==> src/rtl/ps2_pkg.sv <==
// Shared PS/2 definitions: receive FSM state encoding and frame constants.
package ps2_pkg;

    localparam int unsigned DATA_BITS  = 8;
    localparam logic        START_LVL  = 1'b0;
    localparam logic        STOP_LVL   = 1'b1;
    localparam logic        PARITY_ODD = 1'b1;

    typedef enum logic [1:0] {
        ST_IDLE   = 2'd0,
        ST_DATA   = 2'd1,
        ST_PARITY = 2'd2,
        ST_STOP   = 2'd3
    } rx_state_e;

    // True when data bits plus parity bit carry an odd number of ones.
    function automatic logic parity_ok(input logic [DATA_BITS-1:0] d, input logic p);
        return (^{d, p}) == PARITY_ODD;
    endfunction

endpackage

==> src/rtl/sync_fifo.sv <==
// Single-clock first-word-fall-through FIFO with registered head, level, full and empty.
// Pointers carry one extra wrap bit; a write while full is accepted only alongside a read.
module sync_fifo #(
    parameter int unsigned WIDTH = 8,
    parameter int unsigned DEPTH = 16
) (
    input  logic                     clk,
    input  logic                     rst_n,
    input  logic                     wr_en_i,
    input  logic [WIDTH-1:0]         wr_data_i,
    input  logic                     rd_en_i,
    output logic [WIDTH-1:0]         rd_data_o,
    output logic                     valid_o,
    output logic                     empty_o,
    output logic                     full_o,
    output logic [$clog2(DEPTH):0]   level_o
);

    localparam int unsigned AW = $clog2(DEPTH);
    localparam int unsigned PW = AW + 1;

    logic [WIDTH-1:0] mem_q [DEPTH];
    logic [PW-1:0]    wr_ptr_q, wr_ptr_d;
    logic [PW-1:0]    rd_ptr_q, rd_ptr_d;
    logic [PW-1:0]    level_q, level_d;
    logic [WIDTH-1:0] head_q, head_d;
    logic             empty_q, empty_d;
    logic             full_q, full_d;
    logic             wr_acc_c, rd_acc_c;

    // Accept logic, next pointers and next head-of-queue value.
    always_comb begin
        rd_acc_c = rd_en_i && !empty_q;
        wr_acc_c = wr_en_i && (!full_q || rd_acc_c);
        wr_ptr_d = wr_ptr_q + PW'(wr_acc_c);
        rd_ptr_d = rd_ptr_q + PW'(rd_acc_c);
        level_d  = level_q + PW'(wr_acc_c) - PW'(rd_acc_c);
        empty_d  = (level_d == '0);
        full_d   = (level_d == PW'(DEPTH));
        if (level_d == '0) begin
            head_d = '0;
        end else if (rd_ptr_d == wr_ptr_q) begin
            // Only the entry being written this cycle remains.
            head_d = wr_data_i;
        end else begin
            head_d = mem_q[rd_ptr_d[AW-1:0]];
        end
    end

    // Storage array write port.
    always_ff @(posedge clk) begin
        if (wr_acc_c) begin
            mem_q[wr_ptr_q[AW-1:0]] <= wr_data_i;
        end
    end

    // Pointer, occupancy and head registers.
    always_ff @(posedge clk or negedge rst_n) begin
        if (!rst_n) begin
            wr_ptr_q <= '0;
            rd_ptr_q <= '0;
            level_q  <= '0;
            head_q   <= '0;
            empty_q  <= 1'b1;
            full_q   <= 1'b0;
        end else begin
            wr_ptr_q <= wr_ptr_d;
            rd_ptr_q <= rd_ptr_d;
            level_q  <= level_d;
            head_q   <= head_d;
            empty_q  <= empty_d;
            full_q   <= full_d;
        end
    end

    assign rd_data_o = head_q;
    assign valid_o   = !empty_q;
    assign empty_o   = empty_q;
    assign full_o    = full_q;
    assign level_o   = level_q;

endmodule

==> src/rtl/ps2_rx_fifo.sv <==
// PS/2 device-to-host receiver: input synchronisers, ps2_clk glitch filter,
// 11-bit frame FSM and FWFT receive FIFO with sticky overflow.
// Optional mid-frame timeout abort is built when PS2_RX_TIMEOUT_EN is defined.
module ps2_rx_fifo
    import ps2_pkg::*;
#(
    parameter int unsigned FIFO_DEPTH  = 16,
    parameter int unsigned FILT_LEN    = 4,
    parameter int unsigned TIMEOUT_CYC = 50000
) (
    input  logic                          clk,
    input  logic                          clrn,
    input  logic                          ps2_clk,
    input  logic                          ps2_data,
    output logic [7:0]                    data,
    output logic                          valid,
    input  logic                          ready,
    output logic [$clog2(FIFO_DEPTH):0]   level,
    output logic                          overflow,
    input  logic                          ovf_clr,
    output logic                          parity_err,
    output logic                          frame_err
);

    localparam int unsigned CW  = $clog2(FILT_LEN + 1);
    localparam int unsigned BCW = $clog2(DATA_BITS);
    localparam int unsigned LW  = $clog2(FIFO_DEPTH) + 1;

    logic [1:0]           clk_sync_q, data_sync_q;
    logic                 clk_s, data_s;
    logic                 filt_q, filt_d;
    logic                 filt_dly_q;
    logic [CW-1:0]        filt_cnt_q, filt_cnt_d;
    logic                 smp_q;

    rx_state_e            state_q, state_d;
    logic [BCW-1:0]       bit_cnt_q, bit_cnt_d;
    logic [DATA_BITS-1:0] shift_q, shift_d;
    logic                 par_q, par_d;
    logic                 perr_q, perr_d;
    logic                 ferr_q, ferr_d;
    logic                 ovf_q, ovf_d;
    logic                 push_c;
    logic                 tmo_c;

    logic [7:0]           fifo_head;
    logic                 fifo_valid, fifo_empty, fifo_full;
    logic [LW-1:0]        fifo_level;

    assign clk_s  = clk_sync_q[1];
    assign data_s = data_sync_q[1];

    // Two-flop synchronisers, preset to the idle bus level.
    always_ff @(posedge clk or negedge clrn) begin
        if (!clrn) begin
            clk_sync_q  <= 2'b11;
            data_sync_q <= 2'b11;
        end else begin
            clk_sync_q  <= {clk_sync_q[0], ps2_clk};
            data_sync_q <= {data_sync_q[0], ps2_data};
        end
    end

    // Filtered level flips after FILT_LEN consecutive samples that disagree with it.
    always_comb begin
        filt_d     = filt_q;
        filt_cnt_d = '0;
        if (clk_s != filt_q) begin
            if (filt_cnt_q == CW'(FILT_LEN - 1)) begin
                filt_d = clk_s;
            end else begin
                filt_cnt_d = filt_cnt_q + CW'(1);
            end
        end
    end

    // Filter state and the one-cycle sample strobe on a filtered falling edge.
    always_ff @(posedge clk or negedge clrn) begin
        if (!clrn) begin
            filt_q     <= 1'b1;
            filt_dly_q <= 1'b1;
            filt_cnt_q <= '0;
            smp_q      <= 1'b0;
        end else begin
            filt_q     <= filt_d;
            filt_dly_q <= filt_q;
            filt_cnt_q <= filt_cnt_d;
            smp_q      <= filt_dly_q & ~filt_q;
        end
    end

`ifdef PS2_RX_TIMEOUT_EN
    localparam int unsigned TW = $clog2(TIMEOUT_CYC + 1);

    logic [TW-1:0] tmo_cnt_q, tmo_cnt_d;

    // Idle-cycle counter while a frame is in progress; a sample strobe takes priority.
    always_comb begin
        tmo_c     = (state_q != ST_IDLE) && !smp_q && (tmo_cnt_q == TW'(TIMEOUT_CYC - 1));
        tmo_cnt_d = tmo_cnt_q + TW'(1);
        if ((state_q == ST_IDLE) || smp_q || tmo_c) begin
            tmo_cnt_d = '0;
        end
    end

    // Timeout counter register.
    always_ff @(posedge clk or negedge clrn) begin
        if (!clrn) begin
            tmo_cnt_q <= '0;
        end else begin
            tmo_cnt_q <= tmo_cnt_d;
        end
    end
`else
    logic unused_tmo;

    assign tmo_c      = 1'b0;
    assign unused_tmo = (TIMEOUT_CYC == 0);
`endif

    // Frame FSM: next state, shift register, push request and error pulses.
    always_comb begin
        state_d   = state_q;
        bit_cnt_d = bit_cnt_q;
        shift_d   = shift_q;
        par_d     = par_q;
        perr_d    = 1'b0;
        ferr_d    = 1'b0;
        push_c    = 1'b0;
        if (smp_q) begin
            case (state_q)
                ST_IDLE: begin
                    if (data_s == START_LVL) begin
                        state_d   = ST_DATA;
                        bit_cnt_d = '0;
                    end
                end
                ST_DATA: begin
                    shift_d = {data_s, shift_q[DATA_BITS-1:1]};
                    if (bit_cnt_q == BCW'(DATA_BITS - 1)) begin
                        state_d = ST_PARITY;
                    end else begin
                        bit_cnt_d = bit_cnt_q + BCW'(1);
                    end
                end
                ST_PARITY: begin
                    par_d   = data_s;
                    state_d = ST_STOP;
                end
                ST_STOP: begin
                    state_d = ST_IDLE;
                    if (data_s == STOP_LVL) begin
                        if (parity_ok(shift_q, par_q)) begin
                            push_c = 1'b1;
                        end else begin
                            perr_d = 1'b1;
                        end
                    end else begin
                        ferr_d = 1'b1;
                    end
                end
                default: state_d = ST_IDLE;
            endcase
        end else if (tmo_c) begin
            state_d = ST_IDLE;
            ferr_d  = 1'b1;
        end
    end

    // Sticky overflow: a push refused because the FIFO is full and no pop frees a slot.
    always_comb begin
        ovf_d = ovf_q & ~ovf_clr;
        if (push_c && fifo_full && !(ready && !fifo_empty)) begin
            ovf_d = 1'b1;
        end
    end

    // FSM, error pulse and overflow registers.
    always_ff @(posedge clk or negedge clrn) begin
        if (!clrn) begin
            state_q   <= ST_IDLE;
            bit_cnt_q <= '0;
            shift_q   <= '0;
            par_q     <= 1'b0;
            perr_q    <= 1'b0;
            ferr_q    <= 1'b0;
            ovf_q     <= 1'b0;
        end else begin
            state_q   <= state_d;
            bit_cnt_q <= bit_cnt_d;
            shift_q   <= shift_d;
            par_q     <= par_d;
            perr_q    <= perr_d;
            ferr_q    <= ferr_d;
            ovf_q     <= ovf_d;
        end
    end

    sync_fifo #(
        .WIDTH (DATA_BITS),
        .DEPTH (FIFO_DEPTH)
    ) u_fifo (
        .clk       (clk),
        .rst_n     (clrn),
        .wr_en_i   (push_c),
        .wr_data_i (shift_q),
        .rd_en_i   (ready),
        .rd_data_o (fifo_head),
        .valid_o   (fifo_valid),
        .empty_o   (fifo_empty),
        .full_o    (fifo_full),
        .level_o   (fifo_level)
    );

    assign data       = fifo_head;
    assign valid      = fifo_valid;
    assign level      = fifo_level;
    assign overflow   = ovf_q;
    assign parity_err = perr_q;
    assign frame_err  = ferr_q;

endmodule
==> config.mk <==
export PLATFORM = sky130hd
export DESIGN_NAME = ps2_rx_fifo
export DESIGN_NICKNAME = d
export VERILOG_FILES = /design/src/rtl/ps2_pkg.sv /design/src/rtl/sync_fifo.sv /design/src/rtl/ps2_rx_fifo.sv
export SDC_FILE = /design/constraint.sdc
export NUM_CORES = 1
export LEC_CHECK = 0
export ABC_AREA = 1
export BUFFER_PORTS_ARGS = -buffer_cell sky130_fd_sc_hd__buf_2
export CORE_MARGIN = 2
export CORE_UTILIZATION = 52
export CTS_CLUSTER_SIZE = 20
export DETAILED_ROUTE_END_ITERATION = 10
export GPL_TIMING_DRIVEN = 0
export PLACE_DENSITY = 0.79
export SLEW_MARGIN = 20
export SYNTH_ARGS = -nofsm -noshare
export SYNTH_HDL_FRONTEND = slang
export SYNTH_SLANG_ARGS = --single-unit
==> constraint.sdc <==
create_clock -name clk -period 8.7 [get_ports clk]
set_input_delay 0.435 -clock clk [delete_from_list [all_inputs] [get_ports clk]]
set_output_delay 0.435 -clock clk [all_outputs]
set_load 0.05 [all_outputs]
## Yosys cells after proc, flatten, opt, wreduce, memory -nomap -nowiden

Memory sizes are Yosys's and may differ from the RTL's.
Index checks and enable logic that the tools add are counted.

| storage, ports and cells | value |
|---|---|
| output and inout port bits | 17 |
| memories | 1 |
| register bits | 52 |
| RAM bits | 128 |
| bits of input ports | 6 |
| logic and storage cells | 82 |

| cells by class | value |
|---|---|
| reduce and logical (&&, ||, !) cells | 17 |
| add/sub/neg operators | 6 |
| multiplexer cells | 24 |
| bitwise gates (word level) | 4 |
| equality and inequality tests | 11 |

Memories:

| name | depth | width | rd ports | clocked after Yosys merged registers in | write ports | RTL line | text |
|---|---|---|---|---|---|---|---|
| u_fifo.mem_q | 16 | 8 | 1 | 0 | 1 | sync_fifo.sv:22 | `logic [WIDTH-1:0] mem_q [DEPTH];` |

Operators with widths:

| cell | number |
|---|---|
| 8-bit 2-to-1 mux | 2 |
| 5-bit by 1-bit adder with 5-bit output | 3 |
| 1-bit 2-to-1 mux | 14 |
| 3-bit 2-to-1 mux | 4 |
| 9-bit XOR reduction | 1 |
| 2-bit one-hot mux with 4 select lines | 1 |
| 3-bit by 1-bit adder with 3-bit output, second input constant | 2 |
| 2-bit inequality test, second input constant | 3 |
| 3-bit one-hot mux with 2 select lines | 1 |
| 2-bit AND reduction | 3 |
| 5-bit equality test | 1 |
| 5-bit equality test, second input constant | 1 |
| 5-bit zero test | 1 |
| 5-bit by 1-bit subtractor with 5-bit output | 1 |
| 2-bit equality test, second input constant | 2 |
| 1-bit logical AND | 4 |
| 2-bit 2-to-1 mux | 2 |
| 4-bit AND reduction | 1 |
| 3-bit by 2-bit equality test with 1-bit output, second input constant | 1 |
| 3-bit equality test, second input constant | 1 |
| 1-bit zero test | 3 |
| 3-bit AND reduction | 1 |
| 1-bit bitwise AND | 2 |
| 2-bit by 1-bit equality test with 1-bit output, second input constant | 1 |
| other kinds (5) | 6 |

## Longest topological paths before layout

| depth | value |
|---|---|
| depth after elaboration | 10 |
| mapped depth | 20 |
| depth with buffers taken out | 19 |

## Hierarchy

From an unflattened synthesis, not the netlist that was laid out.

| unflattened totals | value |
|---|---|
| cell total of the unflattened synthesis | 743 |
| area, all modules | 7895.1 um2 |

Modules (own cells, without submodules):

| module | times used | area an instance (um2) | seq. area each (um2) | cells each |
|---|---|---|---|---|
| sync_fifo | 1 | 6651.4 | 4470.5 | 600 |
| ps2_rx_fifo | 1 | 1243.7 | 683.2 | 143 |

## Least setup slack after synthesis

Ideal clock, no wire load.

| timing | value |
|---|---|
| path kind | reg-to-reg |
| from | register shift_q[1] |
| to | register u_fifo.head_q[6], in the netlist u_fifo.rd_data_o[6] |
| path buffers | 1 |
| cell stages (with the launch flop) | 18 |
| period minus slack after synthesis | 2.885 ns |
| data arrival time | 2.770 ns |
| setup slack | 5.815 ns |
| cell sequence | dfrtp_1 > inv_1 > nand2_1 > nand3_1 > nand2_1 > nand2_1 > nand3_1 > nand4_4 > buf_6 > inv_1 > ha_1 > inv_1 > fa_1 > inv_1 > nor3_1 > nand3_2 > nand2_1 > nor2_1 |

| between the ends | value |
|---|---|
| word-level cells in the longest chain between the ends | 10 |

RTL lines:

| what | RTL line | text |
|---|---|---|
| start: declaration | ps2_rx_fifo.sv:38 | `logic [DATA_BITS-1:0] shift_q, shift_d;` |
| start signal: assignment | ps2_rx_fifo.sv:191 | `shift_q <= shift_d;` |
| 9-bit XOR reduction | ps2_pkg.sv:18 | `return (^{d, p}) == PARITY_ODD;` |
| 1-bit 2-to-1 mux | ps2_rx_fifo.sv:153 | `if (parity_ok(shift_q, par_q)) begin` |
| 1-bit 2-to-1 mux | ps2_rx_fifo.sv:152 | `if (data_s == STOP_LVL) begin` |
| 1-bit 2-to-1 mux | ps2_rx_fifo.sv:131 | `case (state_q)` |
| 1-bit 2-to-1 mux | ps2_rx_fifo.sv:130 | `if (smp_q) begin` |
| 1-bit logical AND | sync_fifo.sv:34 | `wr_acc_c = wr_en_i && (!full_q \|\| rd_acc_c);` |
| 5-bit by 1-bit adder with 5-bit output | sync_fifo.sv:37 | `level_d = level_q + PW'(wr_acc_c) - PW'(rd_acc_c);` |
| 5-bit by 1-bit subtractor with 5-bit output | sync_fifo.sv:37 |  |
| named net u_fifo.level_d[1] | sync_fifo.sv:25 | `logic [PW-1:0] level_q, level_d;` |
| 5-bit zero test | sync_fifo.sv:40 | `if (level_d == '0) begin` |
| 8-bit 2-to-1 mux | sync_fifo.sv:40 |  |
| named net u_fifo.head_d[6] | sync_fifo.sv:26 | `logic [WIDTH-1:0] head_q, head_d;` |
| end signal: assignment | sync_fifo.sv:63 | `head_q <= '0;` |
| end signal: assignment | sync_fifo.sv:70 | `head_q <= head_d;` |
| end: declaration | sync_fifo.sv:26 |  |

The timed path passes the listed nets, and every way through them passes these cells.
A chain may end at the register's enable or synchronous reset.

## Final worst setup path

| timing | value |
|---|---|
| from | register shift_q[2] |
| to | register u_fifo.head_q[7], in the netlist u_fifo.rd_data_o[7] |

Same word-level chain as after synthesis.

==> results.sh <==
export IMPL_timing_setup_critical_path_class="register to register"
export IMPL_synth_seq_area_share=0.6642
export IMPL_finish_cell_count_without_fillers=973
export IMPL_cp_max_fanout=21
export IMPL_rsz0062_at_grt="false"
export IMPL_ctsRootBufferMaster="clkbuf_16"
export IMPL_power_static_leakage_nw=3.648
export IMPL_layout_nets=799
export IMPL_htreeDepth=4
export IMPL_tritoncts_clock_tree="yes"
export IMPL_synthesis_instances=735
export IMPL_rows=44
export IMPL_synthesis_nets=758
export IMPL_worst_skew_late_latency_ns=0.43
export IMPL_grt_use_total=0.2160
export IMPL_ant_nets=0
export IMPL_1st_pass_router_iterations=6
export IMPL_final_setup_skew_ns=0.006203
export IMPL_power_switching_w=0.001503
export IMPL_grt_overflow_total=0
export IMPL_power_density_mw_per_mm2=401.1
export IMPL_outcome="finished, final reports clean"
export IMPL_timing_max_cap_violations=0
export IMPL_worstSetupStartpointType="register"
export IMPL_max_freq_ghz=0.2610
export IMPL_r2r_setup_slack_ns=4.87
export IMPL_setup_tns_ns=0
export IMPL_start_util=0.5338
export IMPL_postCtsSetupBuffers=0
export IMPL_design_portCount=23
export IMPL_chipWidth_um=126.2
export IMPL_p_clk_frac=0.208
export IMPL_crit_path_top_delay_cell="dfrtp_1"
export IMPL_routedWlPerCell_um=16.72
export IMPL_synth_ff_latch_count=180
export IMPL_crit_path_end_kind="register"
export IMPL_grt_max_degree=53
export IMPL_cts_hold_fix_buffers=0
export IMPL_crit_path_max_incr_delay_ns=0.91
export IMPL_antenna_cells=0
export IMPL_slew_viol_final=0
export IMPL_finalWorstPathRequiredPeriod_ns=3.832
export IMPL_synthToLayoutAreaGrowth_pct=11.66
export IMPL_vias=5325
export IMPL_hold_class="input pin to asynchronous set/reset pin"
export IMPL_slew_limit_headroom=0.4235
export IMPL_first_pass_grt_wire_length_um=25850
export IMPL_routability_congestion_estimate_from_global_placement=0.8662
export IMPL_post_route_cells_drive_above_1_share=0.1103
export IMPL_total_die_area_mm2=0.01591
export IMPL_yosys_warnings=0
export IMPL_cp_arrival_ns=4.14
export IMPL_seq_power_share=0.368
export IMPL_cts_clk_slew_worst_paths_ns=0.06
export IMPL_synth_avg_cell_area_um2=10.56
export IMPL_cts_sink_count=180
export IMPL_port_buffers=22
export IMPL_tightest_slew_ns=0.8616
export IMPL_avg_vias_per_cell=5.473
export IMPL_post_place_cells=941
export IMPL_finalHoldViolCount=0
export IMPL_drt_first_iter_violations=542
export IMPL_timing_critical_path_required_ns=9.01
export IMPL_comb_power_share=0.425
export IMPL_cts_inserted_buffers=17
export IMPL_path_cells="inv_1, nand2_1, nand3_1, nand2_1, nand2_1, nand3_1, nand4_4, buf_6, inv_1, ha_1, inv_1, fa_1, inv_1, nor3_1, nand3_2, nand2_1, nor2_1"
export IMPL_worst_ir_drop_vdd_v=0.0002119
export IMPL_route_detailed_drc=0
export IMPL_grt_antenna_before_repair=0
export IMPL_synth_lib_cells_used_distinct=33
export IMPL_die_y_um=126.2
export IMPL_core_region_area_mm2=0.01453
export IMPL_finalSetupViolCount=0
export IMPL_synth_area_mm2=0.007759
export IMPL_via_count_of_the_first_global_routing_pass=4934
export IMPL_maximum_buffer_depth_of_the_clock_tree=2
export IMPL_hpwl_detailed_um=10700
export IMPL_fin_crit_sh=0.4405
export IMPL_swShare=0.4327
export IMPL_ctsResizeCount=0
export IMPL_p_int_w=0.001971
export IMPL_route_final_wire_length_um=16270
-- metrics by stage --
| stage | setup WS, ns | total power, W | hold WS, ns | util | instance area, µm² |
|---|---|---|---|---|---|
| finish | 4.868 | 0.003475 | 0.02748 | 0.5961 | 8663 |
| detailed placement | 4.967 | 0.002732 | 0.3495 | 0.5572 | 8099 |
| global placement | 5.028 | 0.002702 | 0.3468 | 0.5572 | 8099 |
| floorplan | 5.815 | 0.002276 | 0.1394 | - | 7759 |
| global route | 4.533 | 0.003689 | 0.08513 | 0.5961 | 8663 |
| CTS | 4.945 | 0.003460 | 0.08941 | 0.5959 | 8661 |
-- cell type report --
cell class | count | area (µm²)
repair buffers | 22 | 112.6
plain buffers | 27 | 141.4
clock inverters | 3 | 17.52
fillers | 1153 | 5871
well taps | 184 | 230.2
inverters | 55 | 206.4
clock buffers | 29 | 544.3
flip-flops and latches | 180 | 5154
multi-input cells | 473 | 2257
-- layer usage --
metal | share of wire | global-route usage | up-vias
met5 | 0 | 0 | -
met1 | 0.42 | 0.2887 | 2520
met4 | 0.029 | 0.1021 | 0
met2 | 0.48 | 0.3469 | 218
met3 | 0.071 | 0.03823 | 39
li1 | - | - | 2548
-- power groups by stage --
stage,Sequential (W),Combinational [W],Clock [W]
2_1_floorplan,0.00133,0.000944,0
3_3_place_gp,0.00128,0.00142,0
3_5_place_dp,0.00129,0.00144,0
4_1_cts,0.00127,0.00146,0.000723
5_1_grt,0.00129,0.00164,0.000757
6_report,0.00128,0.00148,0.000721
-- cells by family (layout without fill, tap and decap cells) --
kind of cell / count (synthesis) / count (layout) / share of synthesized area
buffers and inverters: 82 / 136 / 0.04483
XOR/XNOR: 10 / 10 / 0.01129
AND/OR/NAND/NOR: 420 / 420 / 0.2329
flip-flops: 180 / 180 / 0.6642
multiplexers: 1 / 1 / 0.001451
AO/OA/AOI/OAI: 25 / 25 / 0.01693
adder cells (fa/ha/maj): 17 / 17 / 0.02838
-- registers in the layout (all words and copies together) (netlist names), 3 cells and up --
name	flops
bit_cnt_q	3
filt_cnt_q	3
u_fifo.wr_ptr_q	5
u_fifo.mem_q	128
u_fifo.rd_ptr_q	5
u_fifo.rd_data_o	8
shift_q	8
u_fifo.level_o	5
-- Yosys cell counts (all sizes together) --
library cell  number  area (µm²)
a31oi              1       6.260
fa                 1       20.02
or2                1       6.260
clkbuf             9       33.78
nand2            231       887.1
nor3b              1       7.510
o21a               1       7.510
nand4              6       52.55
o21ai             16       80.08
nand3            122       615.6
dfrtp             45        1126
a21oi              6       30.03
ha                16       200.2
nor2              54       210.2
xnor2              4       35.03
mux2               1       11.26
inv               55       206.5
dfstp              7       183.9
nor3               4       20.02
nand3b             1       7.510
edfxtp           128        3844
xor2               6       52.55
buf               18       107.6
a21boi             1       7.510
-- final timing paths --
kind,end,from,cells after the start
max,u_fifo.rd_data_o[7],shift_q[2],17
min,filt_cnt_q[1],clrn,1
max reg2reg,u_fifo.rd_data_o[7],shift_q[2],17
min reg2reg,clk_sync_q[1],clk_sync_q[0],0
max in group asynchronous,par_q,clrn,1
min in group clk,data_sync_q[0],ps2_data,1
-- critical path: cells and delay by family, from the launching register on --
family | cells | cell delay [ns]
buf+inv | 5 | 0.58
flops | 1 | 0.91
simple gates | 10 | 1.51
fa+ha+maj | 2 | 0.69
-- cells in the final DEF (no fill, tap or decap), drive strengths merged --
cell and count:
mux2 1, dfrtp 45, edfxtp 128, nand4 6, or2 1, a21oi 6, nand3b 1, clkinvlp 1
a31oi 1, o21a 1, clkbuf 38, o21ai 16, clkinv 2, fa 1, buf 40, xor2 6
xnor2 4, nor2 54, inv 55, nand2 231, nand3 122, a21boi 1, ha 16, nor3b 1
nor3 4, dfstp 7
No activity file was read; power rests on OpenSTA's default activity.
